## config.mk

```make
export PLATFORM = sky130hd
export DESIGN_NAME = mem_access_unit_flat
export DESIGN_NICKNAME = d
export VERILOG_FILES = /design/src/rtl/mem_access_unit_if.sv /design/src/rtl/mem_access_unit.sv /design/src/flat_wrapper.sv
export SDC_FILE = /design/constraint.sdc
export NUM_CORES = 1
export LEC_CHECK = 0
export BUFFER_PORTS_ARGS = -buffer_cell sky130_fd_sc_hd__buf_2
export CAP_MARGIN = 20
export CELL_PAD_IN_SITES_DETAIL_PLACEMENT = 1
export CELL_PAD_IN_SITES_GLOBAL_PLACEMENT = 2
export CORE_ASPECT_RATIO = 0.6
export CORE_MARGIN = 2
export CORE_UTILIZATION = 25
export CTS_BUF_LIST = sky130_fd_sc_hd__clkbuf_4 sky130_fd_sc_hd__clkbuf_8
export DETAILED_ROUTE_END_ITERATION = 10
export GPL_TIMING_DRIVEN = 0
export HOLD_SLACK_MARGIN = 0.08
export PLACE_DENSITY_LB_ADDON = 0.1
export SLEW_MARGIN = 5
export SYNTH_ARGS = -nofsm -noshare
export SYNTH_HDL_FRONTEND = slang
export SYNTH_SLANG_ARGS = --single-unit
```

## constraint.sdc

```tcl
create_clock -name Clk -period 5.15 [get_ports Clk]
set_input_delay 1.03 -clock Clk [delete_from_list [all_inputs] [get_ports Clk]]
set_output_delay 1.03 -clock Clk [all_outputs]
set_load 0.005 [all_outputs]
```

## src/rtl/mem_access_unit_if.sv

```systemverilog
// Data-memory port bundle between the memory-stage access unit and the data memory.
interface mem_access_unit_if;
   logic        DMemReq;
   logic        DMemWe;
   logic [31:0] DMemAddr;
   logic [3:0]  DMemByteEn;
   logic [31:0] DMemWData;
   logic [31:0] DMemRData;
   logic        DMemAck;

   modport master (
      output DMemReq, DMemWe, DMemAddr, DMemByteEn, DMemWData,
      input  DMemRData, DMemAck
   );

   modport slave (
      input  DMemReq, DMemWe, DMemAddr, DMemByteEn, DMemWData,
      output DMemRData, DMemAck
   );
endinterface

```

## src/rtl/mem_access_unit.sv

```systemverilog
// Memory-stage load/store controller: req/ack handshake with a variable-latency data memory.
// Optional misaligned-access trap enabled by defining MEM_MISALIGN_TRAP_EN.
module mem_access_unit #(
   parameter int unsigned TIMEOUT_CYCLES = 255
) (
   input  logic                Clk,
   input  logic                Rst,
   input  logic                MemReadIn,
   input  logic                MemWriteIn,
   input  logic [1:0]          bytes2LoadIn,
   input  logic [1:0]          bytes2StoreIn,
   input  logic                LoadUnsignedIn,
   input  logic [31:0]         AddressIn,
   input  logic [31:0]         MemWriteDataIn,
   mem_access_unit_if.master   dMemBus,
   output logic [31:0]         LoadDataOut,
   output logic                LoadValidOut,
   output logic                StallOut,
   output logic                BusErrOut,
   output logic                MisalignErrOut
);

   typedef enum logic [1:0] {IDLE, ACCESS, DONE} state_t;

   state_t      state, nextState;
   logic        request, accept, misaligned, timeoutHit;
   logic [1:0]  reqSize;
   logic [1:0]  sizeReg, laneReg;
   logic        writeReg, unsignedReg;
   logic [15:0] timeoutCnt;

   function automatic logic [3:0] byteEnable(input logic [1:0] size, input logic [1:0] lane);
      case (size)
         2'b01:   return lane[1] ? 4'b1100 : 4'b0011;
         2'b10:   return 4'b0001 << lane;
         default: return 4'b1111;
      endcase
   endfunction

   function automatic logic [31:0] storeData(input logic [1:0] size, input logic [31:0] d);
      case (size)
         2'b01:   return {2{d[15:0]}};
         2'b10:   return {4{d[7:0]}};
         default: return d;
      endcase
   endfunction

   function automatic logic [31:0] extractLoad(input logic [1:0] size, input logic [1:0] lane,
                                               input logic uns, input logic [31:0] rdata);
      logic [7:0]  b;
      logic [15:0] h;
      b = 8'(rdata >> {lane, 3'b000});
      h = lane[1] ? rdata[31:16] : rdata[15:0];
      case (size)
         2'b01:   return uns ? {16'h0000, h} : {{16{h[15]}}, h};
         2'b10:   return uns ? {24'h000000, b} : {{24{b[7]}}, b};
         default: return rdata;
      endcase
   endfunction

   // Simultaneous read+write is treated as a store, so the store size wins.
   assign request    = MemReadIn | MemWriteIn;
   assign reqSize    = MemWriteIn ? bytes2StoreIn : bytes2LoadIn;
   assign accept     = (state == IDLE) && request;
   assign timeoutHit = ({1'b0, timeoutCnt} + 17'd1) >= 17'(TIMEOUT_CYCLES);

`ifdef MEM_MISALIGN_TRAP_EN
   assign misaligned = ((reqSize == 2'b01) && AddressIn[0]) ||
                       ((reqSize == 2'b00 || reqSize == 2'b11) && (AddressIn[1:0] != 2'b00));

   always_ff @(posedge Clk or posedge Rst) begin
      if (Rst)
         MisalignErrOut <= 1'b0;
      else if (accept && misaligned)
         MisalignErrOut <= 1'b1;
   end
`else
   assign misaligned     = 1'b0;
   assign MisalignErrOut = 1'b0;
`endif

   always_ff @(posedge Clk or posedge Rst) begin
      if (Rst)
         state <= IDLE;
      else
         state <= nextState;
   end

   always_comb begin
      nextState       = state;
      dMemBus.DMemReq = 1'b0;
      StallOut        = 1'b0;
      LoadValidOut    = 1'b0;
      case (state)
         IDLE: begin
            StallOut = request;
            if (request)
               nextState = misaligned ? DONE : ACCESS;
         end
         ACCESS: begin
            dMemBus.DMemReq = 1'b1;
            StallOut        = 1'b1;
            if (dMemBus.DMemAck || timeoutHit)
               nextState = DONE;
         end
         DONE: begin
            LoadValidOut = !writeReg;
            nextState    = IDLE;
         end
         default: nextState = IDLE;
      endcase
   end

   always_ff @(posedge Clk or posedge Rst) begin
      if (Rst) begin
         sizeReg            <= '0;
         laneReg            <= '0;
         writeReg           <= 1'b0;
         unsignedReg        <= 1'b0;
         timeoutCnt         <= '0;
         dMemBus.DMemWe     <= 1'b0;
         dMemBus.DMemAddr   <= '0;
         dMemBus.DMemByteEn <= '0;
         dMemBus.DMemWData  <= '0;
         LoadDataOut        <= '0;
         BusErrOut          <= 1'b0;
      end else begin
         if (accept) begin
            sizeReg            <= reqSize;
            laneReg            <= AddressIn[1:0];
            writeReg           <= MemWriteIn;
            unsignedReg        <= LoadUnsignedIn;
            timeoutCnt         <= '0;
            dMemBus.DMemWe     <= MemWriteIn;
            dMemBus.DMemAddr   <= {AddressIn[31:2], 2'b00};
            dMemBus.DMemByteEn <= byteEnable(reqSize, AddressIn[1:0]);
            dMemBus.DMemWData  <= storeData(reqSize, MemWriteDataIn);
            if (misaligned && !MemWriteIn)
               LoadDataOut <= '0;
         end
         if (state == ACCESS) begin
            // Ack wins over a timeout landing in the same cycle.
            if (dMemBus.DMemAck) begin
               if (!writeReg)
                  LoadDataOut <= extractLoad(sizeReg, laneReg, unsignedReg, dMemBus.DMemRData);
            end else begin
               timeoutCnt <= timeoutCnt + 16'd1;
               if (timeoutHit) begin
                  BusErrOut <= 1'b1;
                  if (!writeReg)
                     LoadDataOut <= '0;
               end
            end
         end
      end
   end

endmodule
```

## src/flat_wrapper.sv

```systemverilog
// flat-port wrapper written by rule: the top's interface ports become plain ports
module mem_access_unit_flat 
#(
   parameter int unsigned TIMEOUT_CYCLES = 255
)
  (Clk, Rst, MemReadIn, MemWriteIn, bytes2LoadIn, bytes2StoreIn, LoadUnsignedIn, AddressIn, MemWriteDataIn, LoadDataOut, LoadValidOut, StallOut, BusErrOut, MisalignErrOut, dMemBus_DMemReq, dMemBus_DMemWe, dMemBus_DMemAddr, dMemBus_DMemByteEn, dMemBus_DMemWData, dMemBus_DMemRData, dMemBus_DMemAck);
  mem_access_unit_if dMemBus_i ();
  input  logic Clk;
  input  logic Rst;
  input  logic MemReadIn;
  input  logic MemWriteIn;
  input  logic [1:0] bytes2LoadIn;
  input  logic [1:0] bytes2StoreIn;
  input  logic LoadUnsignedIn;
  input  logic [31:0] AddressIn;
  input  logic [31:0] MemWriteDataIn;
  output logic [31:0] LoadDataOut;
  output logic LoadValidOut;
  output logic StallOut;
  output logic BusErrOut;
  output logic MisalignErrOut;
  output wire logic [$bits(dMemBus_i.DMemReq)-1:0] dMemBus_DMemReq;
  output wire logic [$bits(dMemBus_i.DMemWe)-1:0] dMemBus_DMemWe;
  output wire logic [$bits(dMemBus_i.DMemAddr)-1:0] dMemBus_DMemAddr;
  output wire logic [$bits(dMemBus_i.DMemByteEn)-1:0] dMemBus_DMemByteEn;
  output wire logic [$bits(dMemBus_i.DMemWData)-1:0] dMemBus_DMemWData;
  input wire logic [$bits(dMemBus_i.DMemRData)-1:0] dMemBus_DMemRData;
  input wire logic [$bits(dMemBus_i.DMemAck)-1:0] dMemBus_DMemAck;
  assign dMemBus_DMemReq = dMemBus_i.DMemReq;
  assign dMemBus_DMemWe = dMemBus_i.DMemWe;
  assign dMemBus_DMemAddr = dMemBus_i.DMemAddr;
  assign dMemBus_DMemByteEn = dMemBus_i.DMemByteEn;
  assign dMemBus_DMemWData = dMemBus_i.DMemWData;
  assign dMemBus_i.DMemRData = dMemBus_DMemRData;
  assign dMemBus_i.DMemAck = dMemBus_DMemAck;
  mem_access_unit #(.TIMEOUT_CYCLES(TIMEOUT_CYCLES)) u_core (.Clk(Clk), .Rst(Rst), .MemReadIn(MemReadIn), .MemWriteIn(MemWriteIn), .bytes2LoadIn(bytes2LoadIn), .bytes2StoreIn(bytes2StoreIn), .LoadUnsignedIn(LoadUnsignedIn), .AddressIn(AddressIn), .MemWriteDataIn(MemWriteDataIn), .dMemBus(dMemBus_i), .LoadDataOut(LoadDataOut), .LoadValidOut(LoadValidOut), .StallOut(StallOut), .BusErrOut(BusErrOut), .MisalignErrOut(MisalignErrOut));
endmodule
```

==> results of run 1 <==
-- power by group --
| part | switching [W] | leakage (nW) | internal, W | total, W |
|---|---|---|---|---|
| registers | 0.000258 | 1.47 | 0.00137 | 0.00163 |
| logic | 0.00143 | 2.45 | 0.000862 | 0.00229 |
| clock network | 0.000446 | 0.186 | 0.000422 | 0.000868 |
-- area by class of cell --
type / instances / share of cell area
antenna: 2 / 0.000596
buffer: 54 / 0.0340
clock buffer: 22 / 0.0338
clock inverter: 10 / 0.0110
inverter: 43 / 0.0198
multi-input combinational: 551 / 0.355
sequential: 123 / 0.366
tap: 352 / 0.0524
timing repair buffer: 209 / 0.127
-- sequential cells by signal, indices dropped and copies added, names as in the netlist --
signal and cells:
u_core.BusErrOut 1, u_core.LoadDataOut 32, u_core.dMemBus.DMemAddr 30, u_core.dMemBus.DMemByteEn 4
u_core.dMemBus.DMemWData 32, u_core.dMemBus.DMemWe 1, u_core.laneReg 2, u_core.sizeReg 2
u_core.state 2, u_core.timeoutCnt 16, u_core.unsignedReg 1
-- per-layer routing --
layer	global-route usage	up-vias
met3	0.0578	14
li1	-	3050
met1	0.287	3004
met5	0	-
met2	0.245	126
met4	0.0576	6
-- metrics by stage --
step                cells  utilization  area (um2)
CTS                  1364        0.331        8390
detailed placement   1332        0.316        8020
floorplan             771            -        6500
finish               1366        0.331        8400
global placement     1331        0.314        7990
global route         1364        0.331        8390
-- logic make-up after synthesis --
family	Yosys count	synth area share
and+or+nand+nor	330	0.218
AOI/OAI and AO/OA	193	0.196
DFF	123	0.474
buffers and inverters	97	0.0688
muxes	14	0.0250
adders and majority gates	6	0.0116
xor gates and xnor gates	5	0.00674
other	1	0.000577
-- how the worst max path moves through the flow --
stage,startpoint,end,slack [ns],cells past startpoint
final,u_core.timeoutCnt[0]$_DFF_PP0_,u_core.BusErrOut$_DFFE_PP0P_,2.07,8
after global routing,u_core.timeoutCnt[0]$_DFF_PP0_,u_core.state[0]$_DFFE_PP0P_,1.69,8
after CTS,u_core.timeoutCnt[0]$_DFF_PP0_,u_core.BusErrOut$_DFFE_PP0P_,2.11,8
after detailed placement,MemWriteIn,u_core.dMemBus.DMemWData[24]$_DFFE_PP0P_,1.81,9
after global placement,Rst,u_core.timeoutCnt[6]$_DFF_PP0_,-1.25,2
after floorplan,Rst,u_core.BusErrOut$_DFFE_PP0P_,0.85,1
-- synthesized netlist by cell type (all sizes together), types with 2 or more instances --
| cell type | number |
|---|---|
| a211o | 2 |
| a21o | 4 |
| a21oi | 69 |
| a221oi | 15 |
| a22o | 2 |
| a22oi | 8 |
| a31oi | 5 |
| and2 | 2 |
| buf | 10 |
| clkbuf | 44 |
| dfrtp | 123 |
| ha | 6 |
| inv | 42 |
| mux2 | 8 |
| mux2i | 5 |
| nand2 | 150 |
| nand2b | 7 |
| nand3 | 11 |
| nand4 | 5 |
| nor2 | 113 |
| nor2b | 7 |
| nor3 | 29 |
| nor4 | 2 |
| o2111a | 2 |
| o21a | 2 |
| o21ai | 66 |
| o22ai | 10 |
| o31ai | 3 |
| xnor2 | 2 |
| xor2 | 3 |
==> results.yml, run 1 <==
route:
  dr.pass1.iters: 4
  final_antenna_net_count: 0
  wl_met2_um: 9730
  top_layer: "met5"
  wl_met3_um: 1410
  dr_total_vias: 6200
  wl_per_cell_um: 17.9
  wl_met1_um: 13200
  drt_iter0_markers: 285
  drc_errors: 0
  totalWireLength_um: 24500
  avgViaCountPerCell: 4.54
synth:
  synth_area_um2: 6500
  synthTopCellsByArea: "dfrtp_1, nand2_1, nor2_1"
  seq_area_frac_synth: 0.474
  synth_top_cell_by_area: "dfrtp_1"
  yosysTopAreaCellShare: 0.474
  syn_area_per_cell_um2: 8.45
  synthArstFlopShare: 1.00
  yosys_register_bits: 123
  synth_ff_type: "dfrtp_1"
  ys_warn_count: 0
  synth_edf_count: 0
  synthCells: 769
  yosysUniqueCellTypes: 55
critical_path:
  critical-path-max-stage-delay_ns: 0.55
  r2r-end: "u_core.BusErrOut$_DFFE_PP0P_"
  crit_slowest_cell: "dfrtp_1"
  required_ns: 5.51
  worstSetupStartpointType: "flip-flop"
  path_cells: "ha_1, clkbuf_1, nand4_1, nor3_1, mux2_2, nor2_1, nand3_1, a21o_1"
  r2r_start: "u_core.timeoutCnt[0]$_DFF_PP0_"
  crit_type: "reg -> reg"
  cp_num_buf_inv: 1
  cp-end-kind: "flip-flop"
  cp.arrival_ns: 3.44
  path_delay_family: "simple AND/OR/NAND/NOR gates"
  cp_max_fo: 9
  reg2reg_depth: 8
  rrSetupSlack_ns: 2.07
floorplan:
  die_y_um: 129
  initial_core_util: 0.256
  coreArea_um2: 25400
  rows: 45
  io_pins: 212
  die_w_um: 212
  fp.dieArea_um2: 27300
final_layout:
  final_common_cell: "buf_2"
  drive_above_1_share: 0.297
  multi_input_area_um2: 2980
  fin_nets: 1111
  fillerInstances: 3144
  seq_area_um2: 3080
  layout_common_cells: "buf_2, nand2_1, dfrtp_1, nor2_1, a21oi_1"
  areaGrowthSynthToFinish_pct: 29.3
timing:
  setup_viol: 0
  fmaxAchievable_mhz: 325
  post-route-period-util: 0.597
  rsz0062_at_grt: "no"
  slew_headroom: 0.581
  tns_ns: 0
  hold_ws_ns: 0.465
  hold_viol: 0
  fin_crit_ns: 3.08
  max_slew.worst_pin.slew_ns: 0.628
  clock_skew_ns: 0.0152
  fin_ws_ns: 2.07
  slew_viol_final: 0
hold_path:
  min_path_cells: 1
  holdPathEnd: "u_core.BusErrOut$_DFFE_PP0P_"
  hold_start: "u_core.BusErrOut$_DFFE_PP0P_"
  hold_path_class: "reg -> reg"
clock_network:
  cts.path.max_buffers: 2
  root_buffer: "clkbuf_8"
  numCtsBuffers: 17
  clock_latency_ns: 0.48
  holdBufCountCts: 0
  post_cts_buffers: 0
  clk_pin_slew_ns: 0.07
  ctsResizeCount: 0
  h-tree-depth: 4
  cts_tree: "done"
  clock-sinks: 123
grt:
  grt_first_pass_wirelength_um: 38300
  antenna_found_initial: 5
  grt_use_total: 0.188
  grt_max_degree: 84
  first_global_vias: 6363
  grt_overflow: 0
place:
  hpwl_um: 18800
  routabilityCongestion: 0.788
  portBuffers: 208
  preCtsSetupSlack_ns: 1.81
power_and_ir_drop:
  p_total_w: 0.00479
  vdd_drop_max_mv: 0.231
  p_leak_nw: 4.11
  p_per_area_nw_per_um2: 570
status:
  status: "completed"
flow_run:
  cap_violations: 0
Note: power is estimated with default switching activity, not from simulation.
==> inputs of run 2 (changes only) <==
- clock period: 5.15 -> 2.9 ns (I/O delays scaled with it)
==> run 2 against run 1 <==
Against the previous run:
- worst hold slack got worse by 0.24 ns
- sequential share of layout area decreased by 0.35 points
- clock-buffer cell count decreased by 2
- die area unchanged
- maximum frequency increased by 20%
- global-route usage decreased by 0.22 points
- critical endpoint unchanged
- highest routed layer unchanged
==> results.yml, run 2 (synthesis results as in run 1) <==
status:
  status: "completed"
timing:
  rsz0062_at_grt: "no"
  hold_viol: 0
  clock_skew_ns: 0.0111
  post-route-period-util: 0.887
  slew_headroom: 0.499
  fmaxAchievable_mhz: 389
  fin_crit_ns: 2.57
  hold_ws_ns: 0.230
  max_slew.worst_pin.slew_ns: 0.750
  slew_viol_final: 0
  setup_viol: 0
hold_path:
  hold_path_class: "in -> async"
clock_network:
  root_buffer: "clkbuf_8"
  cts.path.max_buffers: 2
  clk_pin_slew_ns: 0.08
  numCtsBuffers: 17
  holdBufCountCts: 0
  h-tree-depth: 4
  cts_tree: "done"
  clock-sinks: 123
  clock_latency_ns: 0.48
critical_path:
  worstSetupStartpointType: "flip-flop"
  required_ns: 3.25
  cp.arrival_ns: 2.93
  r2r_start: "u_core.timeoutCnt[1]$_DFF_PP0_"
  crit_type: "reg -> reg"
  cp-end-kind: "flip-flop"
  crit_start: "u_core.timeoutCnt[1]$_DFF_PP0_"
  cp_max_fo: 7
final_layout:
  fin_cells: 1367
  fin_nets: 1114
  final_common_cell: "buf_2"
  areaGrowthSynthToFinish_pct: 30.6
  top_regs: "u_core.LoadDataOut: 32 flops, u_core.dMemBus.DMemWData: 32 flops, u_core.dMemBus.DMemAddr: 30 flops"
  fillerInstances: 3094
  layout_common_cells: "buf_2, nand2_1, dfrtp_1, nor2_1, a21oi_1"
  drive_above_1_share: 0.304
place:
  hpwl_um: 18900
  place_inst: 1334
  portBuffers: 208
  routabilityCongestion: 0.772
power_and_ir_drop:
  p_total_w: 0.00865
  p_leak_nw: 4.15
  vdd_drop_max_mv: 0.335
  p_per_area_nw_per_um2: 1020
grt:
  grt_max_degree: 38
  grt_use_total: 0.185
  first_global_vias: 6296
  grt_overflow: 0
  antenna_found_initial: 4
  grt_first_pass_wirelength_um: 38000
route:
  final_antenna_net_count: 0
  wl_per_cell_um: 17.9
  totalWireLength_um: 24400
  drt_iter0_markers: 346
  avgViaCountPerCell: 4.52
  dr.pass1.iters: 4
  dr_total_vias: 6183
  drc_errors: 0
floorplan:
  coreArea_um2: 25400
  io_pins: 212
  die_w_um: 212
  fp.dieArea_um2: 27300
  die_y_um: 129
  initial_core_util: 0.256
  rows: 45
flow_run:
  cap_violations: 0
-- run 2: power by group --
group / switching [W] / internal [W]
Combinational: 0.00255 / 0.00154
Sequential: 0.000467 / 0.00243
Clock: 0.000776 / 0.000887
Total: 0.00379 / 0.00486
-- run 2: per-layer routing --
metal	wire length, um	vias up	GRT usage	share of wire
li1	-	3053	-	-
met1	13100	2979	0.283	0.54
met3	1690	19	0.0691	0.069
met5	41	-	0	0.0017
met4	164	6	0.0389	0.0067
met2	9430	126	0.242	0.39
-- run 2: critical path, cell delays in order (launching register included) --
cell and delay (ns):
dfrtp_1 0.51, ha_2 0.34, nand4_1 0.21, nor3_2 0.25, mux2_2 0.37, nor2_1 0.25, nand3_1 0.30, a21o_1 0.23
-- run 2: metrics by stage --
step / instance area (um2) / utilization / TNS, ns / worst slack (ns)
finish: 8480 / 0.334 / 0 / 0.326
CTS: 8480 / 0.334 / 0 / 0.0850
global route: 8480 / 0.334 / 0 / 0.0718
detailed placement: 8050 / 0.317 / -2.92 / -0.149
global placement: 7990 / 0.315 / -43.15 / -0.328
floorplan: 6510 / - / 0 / 0.508
-- run 2: what timing repair did --
action | CTS | global route
buffers inserted | 2 | 0
resized for setup | 1 | 3
cloned | 0 | 0
setup endpoints to repair | 34 | 34
pin swaps | 1 | 0
-- run 2: cell type report --
cell class,count,area [um2],area share
diodes,1,2.50,0.000295
plain buffers,53,282,0.0332
clock buffers,20,263,0.0310
clock inverters,11,145,0.0171
inverters,43,165,0.0195
multi-input cells,551,2990,0.353
flip-flops and latches,123,3080,0.363
well taps,352,440,0.0519
repair buffers,213,1120,0.132
-- run 2: final timing paths --
kind	to	slack (ns)	depth (start not counted)
worst max-delay path	u_core.BusErrOut$_DFFE_PP0P_	0.33	7
worst min-delay path	u_core.dMemBus.DMemAddr[12]$_DFFE_PP0P_	0.23	2
worst max register to register	u_core.BusErrOut$_DFFE_PP0P_	0.33	7
worst min register to register	u_core.BusErrOut$_DFFE_PP0P_	0.46	1
max in group asynchronous	u_core.LoadDataOut[5]$_DFFE_PP0P_	2.03	3
min in group Clk	u_core.dMemBus.DMemAddr[18]$_DFFE_PP0P_	0.30	3
==> inputs of run 3 (changes only) <==
- CTS_BUF_LIST: sky130_fd_sc_hd__clkbuf_4 sky130_fd_sc_hd__clkbuf_8 -> sky130_fd_sc_hd__clkbuf_4
- MAX_ROUTING_LAYER: not set -> met4
==> run 3 against run 2 <==
Against the previous run:
- total power is 3.5% lower
- critical endpoint is now u_core.LoadDataOut[1]$_DFFE_PP0P_
- via count is 0.99% higher
- setup slack worse by 0.023 ns
- clock power is 17% lower
- worst hold slack worse by 0.081 ns
- clock-buffer cell count is 1 lower
- cell count is 0.44% higher
- largest cell class unchanged
- die area stayed put
==> results.yml, run 3 (synthesis results as in run 1) <==
flow_run:
  cap_violations: 0
grt:
  grtUsageMet2: 0.243
  antenna_found_initial: 4
  grt.busiest_layer: "met1"
  grt_max_degree: 38
  grt_use_total: 0.191
  grt_use_met3: 0.0639
  grtUsageMet1: 0.284
  first_global_vias: 6291
  grt_overflow: 0
  grt_first_pass_wirelength_um: 37800
place:
  portBuffers: 208
  routabilityCongestion: 0.783
  place_inst: 1334
  preCtsSetupSlack_ns: -0.149
  hpwl_um: 18900
floorplan:
  die_y_um: 129
  coreArea_um2: 25400
  fp.dieArea_um2: 27300
  initial_core_util: 0.256
  die_w_um: 212
  rows: 45
  io_pins: 212
clock_network:
  cts.path.max_buffers: 2
  numCtsBuffers: 17
  clock_latency_ns: 0.61
  cts_tree: "done"
  h-tree-depth: 4
  clk_pin_slew_ns: 0.13
  root_buffer: "clkbuf_4"
  clock-sinks: 123
critical_path:
  cp-end-kind: "flip-flop"
  crit_type: "reg -> reg"
  cp_max_fo: 10
  worstSetupStartpointType: "flip-flop"
  cp.arrival_ns: 3.12
  rrSetupSlack_ns: 0.30
  required_ns: 3.42
power_and_ir_drop:
  p_leak_nw: 4.11
  p_per_area_nw_per_um2: 994
  vdd_drop_max_mv: 0.321
status:
  status: "completed"
final_layout:
  areaGrowthSynthToFinish_pct: 29.4
  fin_cells: 1373
  multi_input_area_um2: 2990
  fin_nets: 1117
  utilization: 0.331
  seq_area_um2: 3080
  final_common_cell: "buf_2"
  drive_above_1_share: 0.302
  top_regs: "u_core.LoadDataOut: 32 flops, u_core.dMemBus.DMemWData: 32 flops, u_core.dMemBus.DMemAddr: 30 flops"
  fillerInstances: 3112
  layout_common_cells: "buf_2, nand2_1, dfrtp_1, nor2_1, a21oi_1"
timing:
  setup_viol: 0
  slew_viol_final: 0
  slew_headroom: 0.504
  fin_crit_ns: 2.60
  fin_ws_ns: 0.303
  fmaxAchievable_mhz: 385
  post-route-period-util: 0.895
  rsz0062_at_grt: "no"
  max_slew.worst_pin.slew_ns: 0.743
  hold_viol: 0
  clock_skew_ns: 0.0291
route:
  wl_per_cell_um: 17.9
  dr_total_vias: 6244
  avgViaCountPerCell: 4.55
  drt_iter0_markers: 377
  dr.pass1.iters: 5
  final_antenna_net_count: 0
  totalWireLength_um: 24500
  drc_errors: 0
hold_path:
  hold_path_class: "in -> reg"
-- run 3: changes by cell type in the layout (fill, tap and decap cells not counted) --
cell,delta
clkbuf_4,+17
clkbuf_8,-18
clkinv_1,+1
diode_2,+3
dlygate4sd3_1,+3
-- run 3: path summary, 6_finish.rpt --
check                                                from                                       to  depth (start not counted)
setup reg to reg           u_core.timeoutCnt[1]$_DFF_PP0_        u_core.LoadDataOut[1]$_DFFE_PP0P_                          9
hold / removal                              AddressIn[26]  u_core.dMemBus.DMemAddr[26]$_DFFE_PP0P_                          3
hold reg to reg              u_core.BusErrOut$_DFFE_PP0P_             u_core.BusErrOut$_DFFE_PP0P_                          1
max in group asynchronous                             Rst        u_core.LoadDataOut[5]$_DFFE_PP0P_                          4
min in group asynchronous                             Rst  u_core.dMemBus.DMemAddr[12]$_DFFE_PP0P_                          3
setup / recovery           u_core.timeoutCnt[1]$_DFF_PP0_        u_core.LoadDataOut[1]$_DFFE_PP0P_                          9
-- run 3: layer usage --
| metal | vias to the layer above | part of all wire |
|---|---|---|
| met2 | 143 | 0.39 |
| met4 | 0 | 0.0072 |
| met5 | - | 0 |
| li1 | 3065 | - |
| met1 | 3024 | 0.54 |
| met3 | 12 | 0.059 |
-- run 3: stage by stage --
stage               total power (W)  hold slack [ns]  setup TNS [ns]  cell area [um2]
floorplan                   0.00528            0.451               0             6510
global placement            0.00702            0.439          -43.15             7990
detailed placement          0.00705            0.454           -2.92             8050
CTS                         0.00847           0.0825               0             8380
global route                0.00914           0.0809               0             8400
finish                      0.00835            0.149               0             8400
-- run 3: what timing repair did --
action,CTS,global route
endpoints found under the hold margin,27,1
endpoints found under the setup margin,34,34
hold buffers,2,1
resized for setup,1,3
pin swaps,1,0
buffers inserted,2,0
-- run 3: worst max-delay path, cell delays in order, from the launching register on --
cell      delay (ns)
dfrtp_1         0.52
ha_2            0.34
nand4_1         0.21
buf_4           0.20
nor4_1          0.28
xor2_1          0.18
a211oi_2        0.29
nand3_2         0.17
buf_6           0.20
a21oi_2         0.12
-- run 3: power by group --
group / switching [W] / internal, W / total, W / leakage [nW]
clock network: 0.000763 / 0.000609 / 0.00137 / 0.164
registers: 0.000464 / 0.00242 / 0.00289 / 1.47
logic: 0.00255 / 0.00154 / 0.00409 / 2.48
-- run 3: layout make-up --
class	instances	share of cell area
Sequential cell	123	0.366
Multi-Input combinational cell	551	0.356
Timing Repair Buffer	216	0.136
Tap cell	352	0.0524
Buffer	53	0.0335
Inverter	43	0.0197
Clock inverter	12	0.0177
Clock buffer	19	0.0170
Antenna cell	4	0.00119
